[config.mk]
export PLATFORM = sky130hd
export DESIGN_NAME = program_loader
export DESIGN_NICKNAME = d
export VERILOG_FILES = /design/src/rtl/program_loader.sv
export SDC_FILE = /design/constraint.sdc
export NUM_CORES = 1
export LEC_CHECK = 0
export ABC_AREA = 1
export BUFFER_PORTS_ARGS = -buffer_cell sky130_fd_sc_hd__buf_2
export CORE_UTILIZATION = 40
export CTS_CLUSTER_DIAMETER = 100
export CTS_CLUSTER_SIZE = 10
export DETAILED_ROUTE_END_ITERATION = 7
export PLACE_DENSITY_LB_ADDON = 0.3
export SYNTH_ARGS = -nofsm -noshare
export SYNTH_HDL_FRONTEND = slang
export SYNTH_SLANG_ARGS = --single-unit
[constraint.sdc]
create_clock -name clk -period 2.5 [get_ports clk]
set_clock_uncertainty 0.05 [all_clocks]
set_input_delay 0.5 -clock clk [delete_from_list [all_inputs] [get_ports clk]]
set_output_delay 0.5 -clock clk [all_outputs]
set_load 0.02 [all_outputs]
[src/rtl/program_loader.sv]
// Purpose: receives a framed program over a byte stream, writes it into the instruction ROM and releases the CPU.
// Latency: each ROM write follows one cycle after its low byte; done/error follow one cycle after the checksum byte.
// Backpressure: rx_ready drops only during the single ROM write cycle; input gaps of any length are tolerated.
module program_loader #(
    parameter int MAX_WORDS = 32768
) (
    input  logic        clk,
    input  logic        reset_n,
    input  logic [7:0]  rx_data,
    input  logic        rx_valid,
    output logic        rx_ready,
    output logic        rom_write,
    output logic [14:0] rom_address,
    output logic [15:0] rom_data,
    output logic        cpu_reset,
    output logic        done,
    output logic        error
);

    typedef enum logic [2:0] {
        IDLE, LEN_HI, LEN_LO, WORD_HI, WORD_LO, WRITE, CHECK, RUN
    } state_t;

    localparam logic [7:0]  HDR_BYTE = 8'hA5;
    localparam logic [16:0] MAX_LEN  = 17'(MAX_WORDS);

    state_t      state;
    state_t      state_nxt;
    logic [7:0]  len_hi;
    logic [15:0] len;
    logic [15:0] word_idx;
    logic [7:0]  word_hi;
    logic [7:0]  word_lo;
    logic [7:0]  csum;
    logic        done_q;
    logic        error_q;

    logic        accept;
    logic        is_hdr;
    logic [15:0] len_in;
    logic        too_long;
    logic        last_word;
    logic        csum_ok;

    assign accept    = rx_valid && rx_ready;
    assign is_hdr    = (rx_data == HDR_BYTE);
    assign len_in    = {len_hi, rx_data};
    assign too_long  = ({1'b0, len_in} > MAX_LEN);
    assign last_word = ((word_idx + 16'd1) == len);
    assign csum_ok   = (rx_data == csum);

    // Outputs decoded purely from registered state so they only move on clk edges.
    assign rx_ready    = (state != WRITE);
    assign rom_write   = (state == WRITE);
    assign cpu_reset   = (state != RUN);
    assign rom_address = word_idx[14:0];
    assign rom_data    = {word_hi, word_lo};
    assign done        = done_q;
    assign error       = error_q;

    // State register; reset abandons any frame in progress.
    always_ff @(posedge clk or negedge reset_n) begin
        if (!reset_n) state <= IDLE;
        else          state <= state_nxt;
    end

    // Next-state decode: only an accepted byte moves the FSM, except WRITE which always advances.
    always_comb begin
        state_nxt = state;
        case (state)
            IDLE:    if (accept && is_hdr) state_nxt = LEN_HI;
            LEN_HI:  if (accept) state_nxt = LEN_LO;
            LEN_LO:  if (accept) begin
                         if (too_long)            state_nxt = IDLE;
                         else if (len_in == 16'd0) state_nxt = CHECK;
                         else                     state_nxt = WORD_HI;
                     end
            WORD_HI: if (accept) state_nxt = WORD_LO;
            WORD_LO: if (accept) state_nxt = WRITE;
            WRITE:   state_nxt = last_word ? CHECK : WORD_HI;
            CHECK:   if (accept) state_nxt = csum_ok ? RUN : IDLE;
            RUN:     if (accept && is_hdr) state_nxt = LEN_HI;
            default: state_nxt = IDLE;
        endcase
    end

    // Frame datapath: length capture, word assembly, running XOR, and done/error flags.
    always_ff @(posedge clk or negedge reset_n) begin
        if (!reset_n) begin
            len_hi   <= '0;
            len      <= '0;
            word_idx <= '0;
            word_hi  <= '0;
            word_lo  <= '0;
            csum     <= '0;
            done_q   <= 1'b0;
            error_q  <= 1'b0;
        end else begin
            done_q <= 1'b0;
            case (state)
                IDLE: if (accept && is_hdr) begin
                    error_q  <= 1'b0;
                    word_idx <= '0;
                    csum     <= '0;
                end
                RUN: if (accept && is_hdr) begin
                    word_idx <= '0;
                    csum     <= '0;
                end
                LEN_HI: if (accept) len_hi <= rx_data;
                LEN_LO: if (accept) begin
                    len <= len_in;
                    if (too_long) error_q <= 1'b1;
                end
                WORD_HI: if (accept) begin
                    word_hi <= rx_data;
                    csum    <= csum ^ rx_data;
                end
                WORD_LO: if (accept) begin
                    word_lo <= rx_data;
                    csum    <= csum ^ rx_data;
                end
                WRITE: word_idx <= word_idx + 16'd1;
                CHECK: if (accept) begin
                    if (csum_ok) done_q  <= 1'b1;
                    else         error_q <= 1'b1;
                end
                default: ;
            endcase
        end
    end

endmodule

* After elaboration in Yosys (flattened, before gate mapping)
Index checks and enable logic that the tools add are counted.
** Word-level totals
- Bits in registers :: 69
- Input port bits :: 11
- Logic and storage cells :: 76
- Output and inout port bits :: 36
** Cells by class
- $lt $le $gt $ge :: 1
- Reductions and logical operators :: 17
- Mux-type cells :: 25
- Add/subtract/negate cells :: 1
- Equality and inequality tests :: 22
- Bitwise gates (word level) :: 1
** Operator list (count)
- 16-bit one-hot mux with 2 select lines :: 1
- 3-bit 2-to-1 mux :: 10
- 3-bit one-hot mux with 7 select lines :: 1
- 16-bit by 1-bit adder with 16-bit output, second input constant :: 1
- 16-bit equality test :: 1
- 16-bit > comparator, second input constant :: 1
- 16-bit zero test :: 1
- 16-bit 2-to-1 mux :: 1
- 8-bit 2-to-1 mux :: 2
- 2-bit != test, second input constant :: 8
- 8-bit one-hot mux with 2 select lines :: 1
- 3-bit equality test, second input constant :: 4
- 6-bit AND reduction :: 2
- 2-bit AND reduction :: 5
- 8-bit equality test :: 1
- 8-bit equality test, second input constant :: 1
- 1-bit 2-to-1 mux :: 8
- 8-bit bitwise XOR :: 1
- 3-bit by 2-bit equality test with 1-bit output, second input constant :: 2
- 3-bit != test, second input constant :: 2
- 2-bit by 1-bit != test with 1-bit output, second input constant :: 2
- 2-bit nonzero test :: 2
- 2-bit OR reduction :: 2
- 3-bit by 1-bit equality test with 1-bit output, second input constant :: 1
- other kinds (5) :: 6

* Depth between registers and ports, before layout
- Word-level depth :: 5
- Depth in mapped cells :: 16
- Gate-level depth less buffers :: 16

* Worst setup path after synthesis
OpenSTA, ideal clock, no wires.
- Path type :: register to output
- Start point :: reg state[0]
- End point :: out rx_ready
- Arrival :: 1292 ps
- Path slack :: 658 ps
- Cell stages (with the launch flop) :: 7
- Buffers on the path :: 1
- Required time :: 1950 ps
- Cell sequence :: dfrtp_1 inv_2 nor2_4 inv_2 nor2_8 inv_8 clkbuf_1
** Between the ends
- Longest elaborated chain between the ends :: 1
** RTL lines
- from (decl) :: RTL line 27 : state_t state;
- from (signal assigned) :: RTL line 64 : else state <= state_nxt;
- 3-bit != test :: RTL line 53 : assign rx_ready = (state != WRITE);
- to (decl) :: RTL line 11 : output logic rx_ready,
No other way between the ends.

* Final worst setup path
- Start point :: reg state[0]
- End point :: reg csum[2]
** Between the ends
- Longest elaborated chain between the ends :: 5
- Elaborated cells on any way between the ends :: 14
- Classes of those cells :: eq/ne: 6; mux: 1; reduce/logical: 7
** RTL lines
- 3-bit != test :: RTL line 53
- 1-bit logical AND :: RTL line 45 : assign accept = rx_valid && rx_ready;
- 1-bit logical AND :: RTL line 101, 106
- 2-bit by 1-bit != test with 1-bit output (no source line)
- 3-bit AND reduction (no source line)
- to (signal assigned) :: RTL line 117 : csum <= csum ^ rx_data;
- to (signal assigned) :: RTL line 121 : csum <= csum ^ rx_data;
- to (decl) :: RTL line 34 : logic [7:0] csum;
Parallel ways exist; a longest one is shown, timed or not.
A chain may end at the register's enable or synchronous reset.

==> metrics.txt <==
status finished clean; chip height approximately 100 um; Peak VDD IR 0.621 mV; share of cells above drive strength 1 between 20% and 30%; core area 9420 sq um; Crit path arrival time about 2400 ps; # diodes 0; Num CTS Buffers 9; Syn Inst Count approximately 480; # IOs 47; type of origin of the critical path register; fmax 0.454 GHz; FF-to-FF setup slack between 200 and 300 ps; Clock Path Buffers 2; routed length per instance about 14 um; DR DRC count 0; P_leak about 2.1 nW; CP Data Required Time between 2000 and 3000 ps; yosys warns 0; htree depth 3; first-pass GRT wire length 15.5 mm; top cells by area, synth dfrtp_1, nand2_1, nand3_1; post-route insts no fill around 650; cell accounting for the most synthesized area dfrtp_1; via count roughly 3300; synthesized area between 3000 and 4000 sq um; Post-CTS Setup Repair Bufs 0; Reg2Reg Launch Point state[0]; clk_lat worst skew 350 ps; starting density of the core 42.0%; Placer Congestion ~0.86; share of the synthesized area in the top cell type a little over two fifths; min cycle time layout approximately 2200 ps; Critical R2R Capture csum[2]; critical path endpoint category register; Mapped Nets ~490; max_slew headroom a little under 50%; Sum Neg Setup Slack 0 ps; Syn-to-layout area delta 12.2%; Synth Register Bits a little under 70; fin crit share roughly nine tenths; number of global-route vias before repair 3164; DP Wirelength approximately 6.7 mm; 1st-iter DRT viols around 140; critical path class register to register; Final Setup Violations 0; CTS tree yes; Die Span X between 100 and 150 um; initial antenna violation count 0; critical path fanouts, max 16; Inst Count DP ~640; RSZ-0062 raised after global routing false; DR pass1 iterations 5; most frequent cells in the layout nand2_1, dfrtp_1, inv_1; total global-route track usage 19.4%; Clock Pin Slew Worst Setup and Hold Paths approximately 90 ps; Via density ~5; die area between 10000 and 15000 sq um; clock root buffer clkbuf_8; post-synthesis sequential area ratio between 40% and 50%; cell count of the worst reg-to-reg path 13; synthesized area per cell a little over 8 sq um; final net count 531; Worst-Margin Slew roughly 760 ps; CTS Sinks roughly 70; final antenna-violating net count 0; final hold vios 0; WL final between 9 and 10 mm; pwr dens 1340 nW/um^2; hold crit path type input pin to asynchronous set/reset pin; Max Cap Viol 0; row count 35; most common cell after layout, fill and taps aside nand2_1; Remaining Overflow, GRT 0; number of unique standard cell types used by synthesis 38; largest net degree at the start of global routing 70; PortBufs 46; Slew Limit Fails 0
[sequential cells by signal, summed over array words and instances, names as in the netlist]
name / flops
len: 16
word_idx: 16
csum: 8
len_hi: 8
word_hi: 8
word_lo: 8
state: 3
done: 1
error: 1
[per-stage QoR]
step / hold slack (ps) / setup WS [ps] / util [%] / total power [mW] / area [sq um]
after global routing: 115 / 45.6 / 47.1 / 6.42 / 4430
final: 89.7 / 299 / 47.1 / 5.92 / 4430
after detailed placement: 422 / 223 / 44.8 / 4.96 / 4220
after CTS: 122 / 294 / 47.1 / 5.97 / 4430
after floorplan: 154 / 658 / - / 4.37 / 3950
after global placement: 422 / 314 / 44.8 / 4.89 / 4220
[cell families (layout without fill, tap and decap cells)]
family | Yosys count | after routing | synth area share [%]
flip-flops | 69 | 69 | 43.7
XOR/XNOR | 13 | 13 | 3.23
AO/OA/AOI/OAI | 70 | 70 | 12.3
adder cells (fa/ha/maj) | 1 | 1 | 0.317
multiplexers | 4 | 4 | 1.14
buffers and inverters | 82 | 124 | 10.2
AND/OR/NAND/NOR | 243 | 243 | 29.1
[worst max-delay path by stage]
stage                start       end  slack [ps]  cells after the start
6_report          state[0]   csum[2]         300                     13
5_1_grt        word_idx[1]  state[0]          50                     16
4_1_cts           state[0]   csum[2]         290                     13
3_5_place_dp    rx_data[3]   csum[2]         220                     10
3_3_place_gp    rx_data[3]   csum[4]         310                     10
2_1_floorplan     state[0]  rx_ready         660                      6
[area by class of cell]
cell class | instances | area [sq um]
flip-flops and latches | 69 | 1730
multi-input cells | 331 | 1820
repair buffers | 49 | 265
clock inverters | 7 | 88.8
well taps | 129 | 161
fillers | 939 | 4980
clock buffers | 9 | 124
inverters | 59 | 243
[metal layers]
| layer | global-route usage (%) | share of wire, % | up-vias |
|---|---|---|---|
| met3 | 3.24 | 4.1 | 2 |
| met5 | 0 | 0 | - |
| met2 | 31.7 | 48 | 62 |
| met4 | 5.91 | 0.43 | 0 |
| li1 | - | - | 1649 |
| met1 | 26.4 | 48 | 1559 |
[critical path, cell delays in order, from the launching register on]
cell and delay (ps):
dfrtp_1 440, inv_2 100, nor2_4 50, inv_2 110, nor2_8 50, inv_8 120, nand2_4 60, inv_2 60
nand2_2 50, nand2_2 80, nand2_2 60, nor3_4 580, nand3_1 200, o21ai_2 90
[synthesized netlist by cell type (all sizes together)]
library cell  instances
o22ai                10
o21ai                42
a21oi                 7
a21boi                1
nand4                11
xnor3                 1
mux2                  4
buf                  18
nor4                  4
xnor2                 2
nor3                  7
clkinv                1
o21a                  8
a32oi                 1
a22o                  1
nand3                49
bufinv                1
clkbuf                5
dfrtp                69
inv                  57
xor2                 10
nor2                 43
nand2               124
ha                    1
nand3b                5
[report_power, final]
part	leakage (nW)	switching [mW]	internal, mW
Clock	0.106	0.496	0.489
Sequential	0.864	0.490	1.63
Combinational	1.18	1.78	1.04
Total	2.15	2.76	3.16
[what timing repair did]
item / CTS / global route
endpoints found under the setup margin: 0 / 1
hold buffers: 0 / 0
resized for setup: 0 / 1
Power figures use the tool's default switching activity.
